[config.mk]
export PLATFORM = sky130hd
export DESIGN_NAME = if_id_tracker
export DESIGN_NICKNAME = d
export VERILOG_FILES = /design/src/rtl/if_id_tracker_pkg.sv /design/src/rtl/if_id_tracker_id.sv /design/src/rtl/if_id_tracker.sv
export SDC_FILE = /design/constraint.sdc
export NUM_CORES = 1
export LEC_CHECK = 0
export CORE_ASPECT_RATIO = 0.8
export CORE_MARGIN = 3
export CORE_UTILIZATION = 30
export DETAILED_ROUTE_END_ITERATION = 16
export GPL_TIMING_DRIVEN = 0
export MAX_ROUTING_LAYER = met4
export PLACE_DENSITY = 0.59
export SLEW_MARGIN = 20
export SYNTH_ARGS = -nofsm -noshare
export SYNTH_HDL_FRONTEND = slang
export SYNTH_SLANG_ARGS = --single-unit
[constraint.sdc]
create_clock -name clk -period 25 [get_ports clk]
set_input_delay 5 -clock clk [delete_from_list [all_inputs] [get_ports clk]]
set_output_delay 5 -clock clk [all_outputs]
set_load 0.02 [all_outputs]
[src/rtl/if_id_tracker_pkg.sv]
// Shared trace datatypes for the IF/ID tracker: record layouts, FSM state
// encodings and the record-merge helper used when an instruction retires
// from decode.
package ryuki_datatypes;

  localparam int unsigned TRACE_ADDR_W = 32;
  localparam int unsigned TRACE_DATA_W = 32;
  localparam int unsigned TRACE_TIME_W = 32;
  localparam int unsigned ID_FIFO_DEPTH = 2;

  typedef logic [TRACE_TIME_W-1:0] trace_time_t;

  // Record produced by the fetch section and handed to decode
  typedef struct packed {
    logic [TRACE_ADDR_W-1:0] addr;
    logic [TRACE_DATA_W-1:0] instr;
    trace_time_t             if_start;
    trace_time_t             if_end;
  } if_record_t;

  // Completed trace record presented to the enclosing trace unit
  typedef struct packed {
    logic [TRACE_ADDR_W-1:0] addr;
    logic [TRACE_DATA_W-1:0] instr;
    trace_time_t             if_start;
    trace_time_t             if_end;
    trace_time_t             id_start;
    trace_time_t             id_end;
  } trace_output;

  typedef enum logic [1:0] {
    IF_IDLE,
    IF_WAIT_RVALID,
    IF_HOLD
  } if_state_t;

  typedef enum logic {
    ID_IDLE,
    ID_DECODING
  } id_state_t;

  // Merge a fetch record with its decode window into a full trace record
  function automatic trace_output make_trace(input if_record_t  rec,
                                             input trace_time_t id_start,
                                             input trace_time_t id_end);
    trace_output t;
    t.addr     = rec.addr;
    t.instr    = rec.instr;
    t.if_start = rec.if_start;
    t.if_end   = rec.if_end;
    t.id_start = id_start;
    t.id_end   = id_end;
    return t;
  endfunction

endpackage

[src/rtl/if_id_tracker_id.sv]
// Decode-side tracker: buffers fetch records in a 2-entry FIFO, times the
// decode window of the head record and emits the completed trace record
// with a one-cycle ready pulse.
module id_tracker
  import ryuki_datatypes::*;
(
  input  logic               clk,
  input  logic               rst,
  input  if_record_t         if_data_in,
  input  logic               if_data_ready,
  input  logic               is_decoding,
  input  logic signed [31:0] counter,
  output trace_output        id_data_out,
  output logic               trace_data_ready
);

  id_state_t   id_state;
  id_state_t   id_state_d;
  trace_time_t id_start_q;
  logic        start_cap;

  if_record_t  mem [ID_FIFO_DEPTH];
  logic        wr_ptr;
  logic        rd_ptr;
  logic [1:0]  count;
  logic        fifo_full;
  logic        fifo_empty;
  logic        push;
  logic        pop;

  assign fifo_full  = (count == 2'd2);
  assign fifo_empty = (count == 2'd0);

  // Retire the head record on the first non-decoding cycle of a window
  assign pop  = (id_state == ID_DECODING) && !is_decoding;
  // A pop in the same cycle frees a slot, so a full FIFO still accepts
  assign push = if_data_ready && (!fifo_full || pop);

  // Decode FSM next-state: start a window only on a record already buffered
  always_comb begin
    id_state_d = id_state;
    start_cap  = 1'b0;
    case (id_state)
      ID_IDLE: begin
        if (!fifo_empty && is_decoding) begin
          start_cap  = 1'b1;
          id_state_d = ID_DECODING;
        end
      end
      ID_DECODING: begin
        if (!is_decoding) begin
          id_state_d = ID_IDLE;
        end
      end
      default: id_state_d = ID_IDLE;
    endcase
  end

  // Decode FSM state register and decode start timestamp
  always_ff @(posedge clk or posedge rst) begin
    if (rst) begin
      id_state   <= ID_IDLE;
      id_start_q <= '0;
    end else begin
      id_state <= id_state_d;
      if (start_cap) begin
        id_start_q <= trace_time_t'(counter);
      end
    end
  end

  // FIFO storage; contents are only meaningful under count, so no reset
  always_ff @(posedge clk) begin
    if (push) begin
      mem[wr_ptr] <= if_data_in;
    end
  end

  // FIFO pointers and occupancy
  always_ff @(posedge clk or posedge rst) begin
    if (rst) begin
      wr_ptr <= 1'b0;
      rd_ptr <= 1'b0;
      count  <= '0;
    end else begin
      if (push) begin
        wr_ptr <= ~wr_ptr;
      end
      if (pop) begin
        rd_ptr <= ~rd_ptr;
      end
      case ({push, pop})
        2'b10:   count <= count + 2'd1;
        2'b01:   count <= count - 2'd1;
        default: count <= count;
      endcase
    end
  end

  // Output record register, held between pulses, and the ready pulse
  always_ff @(posedge clk or posedge rst) begin
    if (rst) begin
      id_data_out      <= '0;
      trace_data_ready <= 1'b0;
    end else begin
      trace_data_ready <= pop;
      if (pop) begin
        id_data_out <= make_trace(mem[rd_ptr], id_start_q, trace_time_t'(counter));
      end
    end
  end

endmodule

[src/rtl/if_id_tracker.sv]
// IF/ID pipeline tracker: times each instruction fetch (grant to rvalid)
// and hands the fetch record to the decode tracker, which completes it
// with the decode window and presents it as a trace record.
module if_id_tracker
  import ryuki_datatypes::*;
#(
  parameter int unsigned ADDR_WIDTH = 32,
  parameter int unsigned DATA_WIDTH = 32
) (
  input  logic                  clk,
  input  logic                  rst,
  input  logic signed [31:0]    counter,
  input  logic                  if_busy,
  input  logic                  if_ready,
  input  logic                  instr_req,
  input  logic [ADDR_WIDTH-1:0] instr_addr,
  input  logic                  instr_grant,
  input  logic                  instr_rvalid,
  input  logic [DATA_WIDTH-1:0] instr_rdata,
  input  logic                  is_decoding,
  output logic                  trace_data_ready,
  output trace_output           trace_data_o
);

  if_state_t   if_state;
  if_state_t   if_state_d;

  logic [TRACE_ADDR_W-1:0] addr_q;
  logic [TRACE_DATA_W-1:0] instr_q;
  trace_time_t             if_start_q;
  trace_time_t             if_end_q;

  logic        fetch_start;
  logic        new_fetch;
  logic        cap_rdata;
  logic        if_data_ready;
  if_record_t  if_data_in;

  assign fetch_start = instr_req && instr_grant && if_busy;

  // Fetch FSM next-state and handoff. The handoff on rvalid is built from
  // the live rdata/counter so decode sees the record at the end of the
  // rvalid cycle; the captured copy is only needed when decode is not ready.
  always_comb begin
    if_state_d          = if_state;
    new_fetch           = 1'b0;
    cap_rdata           = 1'b0;
    if_data_ready       = 1'b0;
    if_data_in.addr     = addr_q;
    if_data_in.instr    = instr_q;
    if_data_in.if_start = if_start_q;
    if_data_in.if_end   = if_end_q;
    case (if_state)
      IF_IDLE: begin
        if (fetch_start) begin
          new_fetch  = 1'b1;
          if_state_d = IF_WAIT_RVALID;
        end
      end
      IF_WAIT_RVALID: begin
        if (instr_rvalid) begin
          cap_rdata = 1'b1;
          if (if_ready) begin
            if_data_ready     = 1'b1;
            if_data_in.instr  = TRACE_DATA_W'(instr_rdata);
            if_data_in.if_end = trace_time_t'(counter);
            if (fetch_start) begin
              new_fetch  = 1'b1;
              if_state_d = IF_WAIT_RVALID;
            end else begin
              if_state_d = IF_IDLE;
            end
          end else begin
            if_state_d = IF_HOLD;
          end
        end
      end
      IF_HOLD: begin
        if (if_ready) begin
          if_data_ready = 1'b1;
          if_state_d    = IF_IDLE;
        end
      end
      default: if_state_d = IF_IDLE;
    endcase
  end

  // Fetch FSM state register
  always_ff @(posedge clk or posedge rst) begin
    if (rst) begin
      if_state <= IF_IDLE;
    end else begin
      if_state <= if_state_d;
    end
  end

  // Fetch record capture: address/start on grant, data/end on rvalid
  always_ff @(posedge clk or posedge rst) begin
    if (rst) begin
      addr_q     <= '0;
      instr_q    <= '0;
      if_start_q <= '0;
      if_end_q   <= '0;
    end else begin
      if (new_fetch) begin
        addr_q     <= TRACE_ADDR_W'(instr_addr);
        if_start_q <= trace_time_t'(counter);
      end
      if (cap_rdata) begin
        instr_q  <= TRACE_DATA_W'(instr_rdata);
        if_end_q <= trace_time_t'(counter);
      end
    end
  end

  id_tracker u_id_tracker (
    .clk              (clk),
    .rst              (rst),
    .if_data_in       (if_data_in),
    .if_data_ready    (if_data_ready),
    .is_decoding      (is_decoding),
    .counter          (counter),
    .id_data_out      (trace_data_o),
    .trace_data_ready (trace_data_ready)
  );

endmodule

==> summary.txt, run 1 <==
Synth
  • Mapped Nets: 1,648
  • Post-synthesis register bit count: 616
  • Area leader, netlist: dfrtp_1
  • Synth Flop Type: dfrtp_1
  • Synth Area per Inst: 15.1 um2
  • Synth warn: 0
  • Synth cell count leaders: 360 x dfrtp_1, 323 x nand2_1, 256 x edfxtp_1
  • Top-count cell post-synth: dfrtp_1
  • Number of synthesized flops with an enable pin: 256
  • FFs w/ async S/R, synth: 58.4%
  • Synthesized cell area: 23,300 um2
  • Register area share after synthesis: 71.7%
  • Post-Synthesis Cells: 1,541
  • Top-area cell type share of the netlist area: 38.7%
  • Yosys cell types: 33
  • Leading post-synthesis cells by cell area: dfrtp_1 39%, edfxtp_1 33%, mux2_2 7.9%

Global routing
  • All-Layer GR Usage: 15.2%
  • Vias in the first global route: 14,319
  • Largest net degree at the start of global routing: 93
  • Total gr overflow: 0
  • Antenna violations before repair: 5
  • First-pass GRT wire length: 90,000 um

Timing
  • Fmax: 134 MHz
  • Final WS setup: 17.52 ns
  • Final hold vios: 0
  • Rel. slew slack: 38.3%
  • Final Skew: 0.0156 ns
  • Min Tclk post-route: 7.48 ns
  • RSZ-0062 raised after global routing: false
  • Slew at the pin with the worst max-slew slack: 0.925 ns
  • Setup TNS: 0 ns
  • Final Setup Violations: 0
  • Final period utilization: 29.9%
  • Max-slew violation count: 0

Final layout
  • Fill cells: 7,205
  • Layout area overhead: 29.2%
  • Layout cells sized above 1: 21.3%
  • Nets: 2,038

Drt
  • DR iter-0 viols: 727
  • DR vias/cell: 4.50
  • DRC violations left: 0
  • Routed len/inst: 20.1 um
  • Post-Route WL: 60,300 um
  • Antenna-violating nets left: 0
  • First-pass detailed-route iteration total: 4
  • Routed via count: 13,497

Clock tree
  • CTS clk-pin slew, worst paths: 0.06 ns
  • CTS Buf Count: 66
  • Clk Latency, worst-skew pair: 0.58 ns
  • CTS Hold Bufs: 0
  • Cts repair resizes: 0
  • Root buffer cell: clkbuf_16
  • Clock sinks: 616
  • CTS tree: done
  • Setup Fix Bufs, Post-CTS: 0
  • CTS Buffer Depth: 3
  • H-tree depth: 3

Placement
  • GPL Wtd Cong: 0.750
  • DP Worst Slack: 16.79 ns
  • Final HPWL DP: 41,900 um
  • PortBufs: 296

Power
  • Pwr per Cell Area: 123 nW/um2
  • Leak Pwr: 12.5 nW
  • Pwr Total: 0.00372 W
  • Peak supply drop: 56.6 uV

Floorplanning
  • Core area: 76,100 um2
  • Initial core utilization: 30.6%
  • Rows: 90
  • Die area: 81,000 um2
  • Chip width: 318 um
  • I/O pins: 297
  • Die height: 255 um

Worst setup path
  • Worst reg-to-reg path cell count: 10
  • CP Launch Type: primary input
  • WP data required: 25.28 ns
  • Critical path type: primary input to flop
  • Max FO, Critical Path: 10
  • Critical path endpoint category: flop
  • Critical Path AT: 7.76 ns

Hold path
  • Hold depth: 2
  • Min-delay worst type: flop to flop

Outcome
  • Status: finished clean

Run
  • # Max-Cap Violations: 0
[through the flow]
stage | utilization (%) | hold slack [ns] | instances | cell area, um2
6_report | 39.5 | 0.456 | 2997 | 30100
2_1_floorplan | - | 0.435 | 1541 | 23300
5_1_grt | 39.5 | 0.476 | 2995 | 30100
4_1_cts | 39.5 | 0.464 | 2993 | 30100
3_3_place_gp | 36.2 | 0.442 | 2849 | 27500
3_5_place_dp | 36.6 | 0.450 | 2875 | 27900
[cells in the final DEF, fill, tap and decap left out, types with 2 or more instances in the layout]
master / n
dfrtp_1: 360
nand2_1: 323
clkdlybuf4s50_1: 296
edfxtp_1: 256
mux2_2: 164
o21ai_0: 131
mux2i_1: 128
clkbuf_16: 70
mux2_4: 60
buf_2: 52
clkbuf_1: 28
buf_4: 23
clkinv_2: 10
buf_6: 9
clkinv_1: 8
bufinv_16: 7
clkbuf_8: 5
buf_16: 5
diode_2: 4
inv_1: 4
clkinvlp_4: 4
a21oi_1: 3
ha_1: 3
nand3_1: 2
o22ai_1: 2
xnor2_1: 2
nor2_1: 2
xor2_1: 2
inv_6: 2
buf_12: 2
[power by group]
part           internal, W  total [W]  switching [W]
Combinational     0.000560    0.00113       0.000573
Sequential         0.00142    0.00158       0.000167
Clock             0.000599   0.000999       0.000400
Total              0.00258    0.00372        0.00114
[layout make-up]
class                      count  area (um2)  share of cell area, %
sequential                   616       16700                   55.5
multi-input combinational    836        6130                   20.4
timing repair buffer         322        3290                   10.9
clock buffer                  85        1860                   6.17
tap                         1012        1270                   4.21
buffer                        83         452                   1.50
clock inverter                33         363                   1.21
inverter                       6        30.0                 0.0998
antenna                        4        10.0                 0.0333
[logic make-up after synthesis]
kind of cell               Yosys count  share of synthesized area (%)
AOI/OAI and AO/OA                  141                           3.12
xor gates and xnor gates             4                          0.150
adders and majority gates            3                          0.161
buffers and inverters               89                           2.04
DFF                                616                           71.7
muxes                              352                           17.3
and+or+nand+nor                    336                           5.55
[sequential cells by signal, indices dropped and copies added, names as in the netlist, 2 cells and up]
name / cells
u_id_tracker.id_data_out: 192
u_id_tracker.mem: 256
if_state: 2
u_id_tracker.id_start_q: 32
u_id_tracker.count: 2
if_end_q: 32
instr_q: 32
addr_q: 32
if_start_q: 32
[worst paths after layout]
check                                      startpoint                      endpoint  slack, ns
setup / recovery                          is_decoding      u_id_tracker.mem[0][106]      17.52
min in group asynchronous                         rst                    addr_q[16]       4.80
hold reg to reg            u_id_tracker.id_start_q[5]  u_id_tracker.id_data_out[37]       0.46
hold / removal             u_id_tracker.id_start_q[5]  u_id_tracker.id_data_out[37]       0.46
max in group asynchronous                         rst                  if_end_q[23]      18.22
setup reg to reg                          if_state[1]      u_id_tracker.mem[0][106]      21.78
[worst max-delay path, stage by stage]
cell	delay, ns
clkdlybuf4s50_1	0.45
nand2b_1	0.15
buf_2	0.25
buf_2	0.26
inv_2	0.12
nor3b_1	0.08
nor3_2	0.53
buf_4	0.33
buf_6	0.17
buf_4	0.19
buf_4	0.20
[per-layer routing]
layer | vias up | track usage (%) | part of all wire, %
li1 | 6237 | - | -
met1 | 6833 | 19.8 | 45
met2 | 337 | 23.5 | 46
met3 | 90 | 4.00 | 6.2
met4 | 0 | 4.70 | 2.4
met5 | - | - | 0
Note: power is estimated with default switching activity, not from simulation.
==> run 2, diff against run 1 <==
--- a/config.mk
+++ b/config.mk
@@ -11,7 +11,7 @@
 export DETAILED_ROUTE_END_ITERATION = 16
 export GPL_TIMING_DRIVEN = 0
 export MAX_ROUTING_LAYER = met4
-export PLACE_DENSITY = 0.59
+export PLACE_DENSITY = 0.6
 export SLEW_MARGIN = 20
 export SYNTH_ARGS = -nofsm -noshare
 export SYNTH_HDL_FRONTEND = slang
==> constraint.sdc (replaced) <==
create_clock -name clk -period 6 [get_ports clk]
set_input_delay 1.2 -clock clk [delete_from_list [all_inputs] [get_ports clk]]
set_output_delay 1.2 -clock clk [all_outputs]
set_load 0.02 [all_outputs]
==> summary.txt, run 2 (synthesized netlist as in run 1, its figures left out) <==
Worst setup path
  • Launching point of the worst reg2reg path: if_state[1]
  • Levels on crit path: 10
  • Worst path buffer plus inverter count: 6
  • Critical path type: primary input to flop
  • Crit-path cells: clkdlybuf4s50_1 -> nand2b_1 -> buf_2 -> buf_2 -> inv_2 -> nor3b_1 -> nor2_1 -> and2_4 -> buf_12 -> buf_16
  • CP max stage cell: clkdlybuf4s50_1
  • Critical path endpoint category: flop
  • Critical Path AT: 3.94 ns
  • WP data required: 6.31 ns
  • CP startpoint: is_decoding
  • Worst reg-to-reg path cell count: 9
  • Max stage delay on crit path: 0.49 ns
  • CP Launch Type: primary input
  • Max FO, Critical Path: 40
  • CP dominant cell by count: buf_2
  • Cell family with most CP delay: buffers and inverters

Timing
  • Final period utilization: 60.5%
  • Rel. slew slack: 37.2%
  • Final Skew: 0.0252 ns
  • Min Tclk post-route: 3.63 ns
  • RSZ-0062 raised after global routing: false
  • Final WS setup: 2.37 ns
  • Setup TNS: 0 ns
  • Fmax: 275 MHz
  • Slew at the pin with the worst max-slew slack: 0.940 ns
  • Final Setup Violations: 0
  • Max-slew violation count: 0
  • Final hold slack: 0.453 ns
  • Final hold vios: 0

Clock tree
  • Cts repair resizes: 0
  • CTS tree: done
  • H-tree depth: 3
  • CTS Buffer Depth: 3
  • CTS clk-pin slew, worst paths: 0.06 ns
  • CTS Buf Count: 66
  • Root buffer cell: clkbuf_16
  • Clock sinks: 616
  • CTS Hold Bufs: 0
  • Clk Latency, worst-skew pair: 0.59 ns
  • Setup Fix Bufs, Post-CTS: 0

Final layout
  • Layout area overhead: 29.8%
  • Final Cell Area: 30,200 um2
  • Register Area: 16,700 um2
  • Multi-input logic area: 6130 um2
  • Largest registers: u_id_tracker.mem: 256 flops, u_id_tracker.id_data_out: 192 flops
  • Top reg by flops: u_id_tracker.mem
  • Max FFs per register: 256
  • Fill cells: 7,130
  • Commonest non-fill, non-tap cell in the layout: dfrtp_1
  • Layout cells sized above 1: 21.1%
  • Nets: 2,039
  • Commonest non-fill, non-tap cells in the layout: 360 x dfrtp_1, 323 x nand2_1, 296 x clkdlybuf4s50_1

Hold path
  • Min-delay worst type: flop to flop
  • Worst Hold Launch: u_id_tracker.id_start_q[3]
  • Hold depth: 2

Floorplanning
  • Die height: 255 um
  • Core area: 76,100 um2
  • Die area: 81,000 um2
  • Chip width: 318 um
  • Rows: 90
  • Initial core utilization: 30.6%
  • I/O pins: 297

Power
  • Comb power frac: 30.9%
  • Pint: 0.0106 W
  • Sw Pwr: 0.00474 W
  • Pwr per Cell Area: 509 nW/um2
  • Leak Pwr: 12.5 nW
  • Sequential share of power: 42.9%
  • Clock power frac: 26.2%
  • Peak supply drop: 256 uV
  • Net Sw Frac: 30.8%
  • Pwr Total: 0.0154 W

Drt
  • Post-Route WL: 59,800 um
  • Routed via count: 13,412
  • DRC violations left: 0
  • DR iter-0 viols: 640
  • Routed len/inst: 19.9 um
  • First-pass detailed-route iteration total: 4
  • DR vias/cell: 4.47
  • Antenna-violating nets left: 0

Placement
  • Final HPWL DP: 42,200 um
  • DP Worst Slack: 1.67 ns
  • PortBufs: 296
  • Area after DPL: 28,100 um2
  • GPL Wtd Cong: 0.721

Global routing
  • All-Layer GR Usage: 15.2%
  • Vias in the first global route: 14,325
  • First-pass GRT wire length: 89,900 um
  • Total gr overflow: 0
  • Antenna violations before repair: 4
  • Largest net degree at the start of global routing: 41

Run
  • # Max-Cap Violations: 0

Outcome
  • Status: finished clean
## run 2: cell count changes in the layout (fill, tap and decap cells not counted), moves of 2 or more
cell       before  now
buf_4          23    6
clkinv_1        8   10
buf_12          2   15
buf_8           0    5
clkbuf_1       28   31
bufinv_16       7    5
clkinv_2       10    7
## run 2: path summary, 6_finish.rpt
kind / endpoint / slack, ns
worst max-delay path: u_id_tracker.mem[1][53] / 2.37
worst min-delay path: u_id_tracker.id_data_out[35] / 0.45
worst max register to register: u_id_tracker.mem[0][5] / 2.96
worst min register to register: u_id_tracker.id_data_out[35] / 0.45
max in group asynchronous: addr_q[29] / 3.91
min in group asynchronous: u_id_tracker.id_data_out[123] / 1.05
## run 2: area by class of cell
| type | count | share of cell area, % |
|---|---|---|
| clock inverter | 33 | 1.06 |
| sequential | 616 | 55.2 |
| multi-input combinational | 836 | 20.3 |
| buffer | 83 | 1.49 |
| timing repair buffer | 323 | 11.6 |
| inverter | 6 | 0.0869 |
| clock buffer | 86 | 6.05 |
| tap | 1012 | 4.19 |
| antenna | 5 | 0.0414 |
## run 2: layer usage
layer  wire length [um]  track usage [%]  vias up
met5                  0                -        -
met4               1440             4.37        0
met3               3420             4.03       95
met2              28100             24.0      269
met1              26900             19.4     6816
li1                   -                -     6232
## run 2: worst register-to-register path, stage by stage (launching register included)
cell and delay (ns):
dfrtp_1 0.40, inv_1 0.10, ha_1 0.26, a21oi_1 0.13, or2_2 0.28, clkbuf_1 0.19
nor3_4 0.80, buf_16 0.24, buf_16 0.16, buf_6 0.17
## run 2: through the flow
| stage | utilization (%) | cells |
|---|---|---|
| floorplan | - | 1541 |
| CTS | 39.7 | 2995 |
| global route | 39.7 | 2998 |
| global placement | 36.2 | 2849 |
| finish | 39.7 | 3000 |
| detailed placement | 36.9 | 2876 |
## run 2: power groups by stage
stage	logic, W	clock network [W]	registers, W
after floorplan	0.00211	0	0.00721
after global placement	0.00468	0	0.00664
after detailed placement	0.00482	0	0.00668
after CTS	0.00484	0.00418	0.00662
after global routing	0.00513	0.00435	0.00676
final	0.00474	0.00403	0.00660
==> run 3, diff against run 2 <==
--- a/config.mk
+++ b/config.mk
@@ -11,7 +11,7 @@
 export DETAILED_ROUTE_END_ITERATION = 16
 export GPL_TIMING_DRIVEN = 0
 export MAX_ROUTING_LAYER = met4
-export PLACE_DENSITY = 0.6
+export PLACE_DENSITY = 0.59
 export SLEW_MARGIN = 20
 export SYNTH_ARGS = -nofsm -noshare
 export SYNTH_HDL_FRONTEND = slang
==> constraint.sdc (replaced) <==
create_clock -name clk -period 3.4 [get_ports clk]
set_input_delay 0.68 -clock clk [delete_from_list [all_inputs] [get_ports clk]]
set_output_delay 0.68 -clock clk [all_outputs]
set_load 0.02 [all_outputs]
==> summary.txt, run 3 (synthesized netlist as in run 1, its figures left out) <==
Drt
  • Antenna-violating nets left: 0
  • DRC violations left: 0
  • Routed via count: 13,502
  • Post-Route WL: 60,700 um
  • Routed len/inst: 20.2 um
  • DR iter-0 viols: 509
  • DR vias/cell: 4.49
  • First-pass detailed-route iteration total: 5

Worst setup path
  • Critical path endpoint category: flop
  • R2r setup slk: 0.69 ns
  • R2R Path End: u_id_tracker.mem[1][27]
  • Critical Path End: u_id_tracker.mem[1][27]
  • Worst reg-to-reg path cell count: 8
  • CP Launch Type: flop
  • Critical path type: flop to flop
  • WP data required: 3.66 ns
  • CP startpoint: if_state[0]
  • Launching point of the worst reg2reg path: if_state[0]
  • Max FO, Critical Path: 41
  • Critical Path AT: 2.97 ns

Clock tree
  • CTS Hold Bufs: 0
  • CTS Buffer Depth: 3
  • Cts repair resizes: 0
  • CTS Buf Count: 68
  • H-tree depth: 3
  • Setup Fix Bufs, Post-CTS: 0
  • Clk Latency, worst-skew pair: 0.59 ns
  • CTS clk-pin slew, worst paths: 0.06 ns
  • Root buffer cell: clkbuf_16
  • Clock sinks: 616
  • CTS tree: done

Floorplanning
  • Die height: 255 um
  • Core area: 76,100 um2
  • Initial core utilization: 30.6%
  • I/O pins: 297
  • Die area: 81,000 um2
  • Rows: 90
  • Chip width: 318 um

Final layout
  • Largest registers: u_id_tracker.mem: 256 flops, u_id_tracker.id_data_out: 192 flops
  • Max FFs per register: 256
  • Nets: 2,042
  • Fill cells: 7,108
  • Layout cells sized above 1: 21.8%
  • Layout Cells excl Fill: 3,008
  • Top reg by flops: u_id_tracker.mem
  • Commonest non-fill, non-tap cells in the layout: 360 x dfrtp_1, 323 x nand2_1, 296 x clkdlybuf4s50_1
  • Commonest non-fill, non-tap cell in the layout: dfrtp_1
  • Layout area overhead: 30.5%

Timing
  • Final period utilization: 79.7%
  • Min Tclk post-route: 2.71 ns
  • Final Setup Violations: 0
  • Final hold vios: 0
  • Final hold slack: 0.352 ns
  • RSZ-0062 raised after global routing: false
  • Rel. slew slack: 40.7%
  • Final Skew: 0.0176 ns
  • Max-slew violation count: 0
  • Fmax: 369 MHz
  • Slew at the pin with the worst max-slew slack: 0.889 ns

Placement
  • GPL Wtd Cong: 0.745
  • Final HPWL DP: 42,400 um
  • PortBufs: 296
  • Dpl cells: 2,877

Power
  • Peak supply drop: 380 uV
  • Pwr per Cell Area: 902 nW/um2
  • Pint: 0.0189 W
  • Pwr Total: 0.0274 W
  • Leak Pwr: 12.6 nW
  • Comb power frac: 30.6%
  • Clock power frac: 26.9%
  • Net Sw Frac: 30.9%
  • Sequential share of power: 42.5%
  • Sw Pwr: 0.00846 W

Run
  • # Max-Cap Violations: 0

Global routing
  • Vias in the first global route: 14,296
  • Total gr overflow: 0
  • Largest net degree at the start of global routing: 42
  • All-Layer GR Usage: 15.3%
  • Antenna violations before repair: 8
  • First-pass GRT wire length: 90,300 um

Outcome
  • Status: finished clean

Hold path
  • Min-delay worst type: primary input to async pin
[run 3: changes by cell type in the layout (fill, tap and decap cells not counted), moves of 2 or more]
cell	change
buf_2	-2
clkinv_2	+3
clkbuf_1	+4
diode_2	+2
clkinvlp_4	-3
inv_6	+4
buf_8	+5
clkbuf_8	+8
clkinv_1	-9
[run 3: power by group through the flow]
| stage | registers (W) | clock network, W | logic [W] |
|---|---|---|---|
| after detailed placement | 0.0118 | 0 | 0.00853 |
| after floorplan | 0.0127 | 0 | 0.00374 |
| final | 0.0116 | 0.00737 | 0.00840 |
| after global routing | 0.0119 | 0.00792 | 0.00909 |
| after global placement | 0.0117 | 0 | 0.00828 |
| after CTS | 0.0117 | 0.00761 | 0.00856 |
[run 3: final cells by class]
cell class | instances | area (um2) | area share, %
timing repair buffer | 324 | 3500 | 11.5
antenna | 7 | 17.5 | 0.0576
clock buffer | 99 | 1970 | 6.48
sequential | 616 | 16700 | 54.9
tap | 1012 | 1270 | 4.17
inverter | 6 | 31.3 | 0.103
clock inverter | 25 | 275 | 0.906
buffer | 83 | 474 | 1.56
multi-input combinational | 836 | 6160 | 20.3
[run 3: through the flow]
step                      cell area [um2]  worst slack, ns  setup TNS (ns)  util, %
after global routing                30400            0.589               0     39.9
after floorplan                     23400            -2.11         -922.13        -
after global placement              27600            -5.08        -2615.31     36.2
after detailed placement            28100            0.146               0     36.9
after CTS                           30400            0.659               0     39.9
final                               30400            0.692               0     39.9
[run 3: per-layer routing]
layer	part of all wire (%)	routed length, um	vias up	global-route usage (%)
met4	2.3	1380	0	4.45
met2	47	28600	283	24.1
met5	0	0	-	-
met3	6.0	3660	100	4.26
met1	45	27100	6885	19.3
li1	-	-	6234	-
[run 3: worst min path at each step]
stage,from,to,depth (start not counted)
CTS,rst,instr_q[0],2
detailed placement,u_id_tracker.id_start_q[20],u_id_tracker.id_data_out[52],2
global placement,addr_q[31],u_id_tracker.mem[1][127],0
floorplan,u_id_tracker.id_start_q[0],u_id_tracker.id_data_out[32],2
global route,rst,u_id_tracker.id_data_out[123],2
finish,rst,u_id_tracker.id_data_out[123],2
[run 3: critical path, stage by stage, from the launching register on]
cell and delay, ns:
dfrtp_1 0.38, inv_1 0.09, ha_1 0.29, nand2_1 0.09
or2_2 0.31, clkbuf_8 0.16, nor2_1 0.17, and2_4 0.52
buf_16 0.32
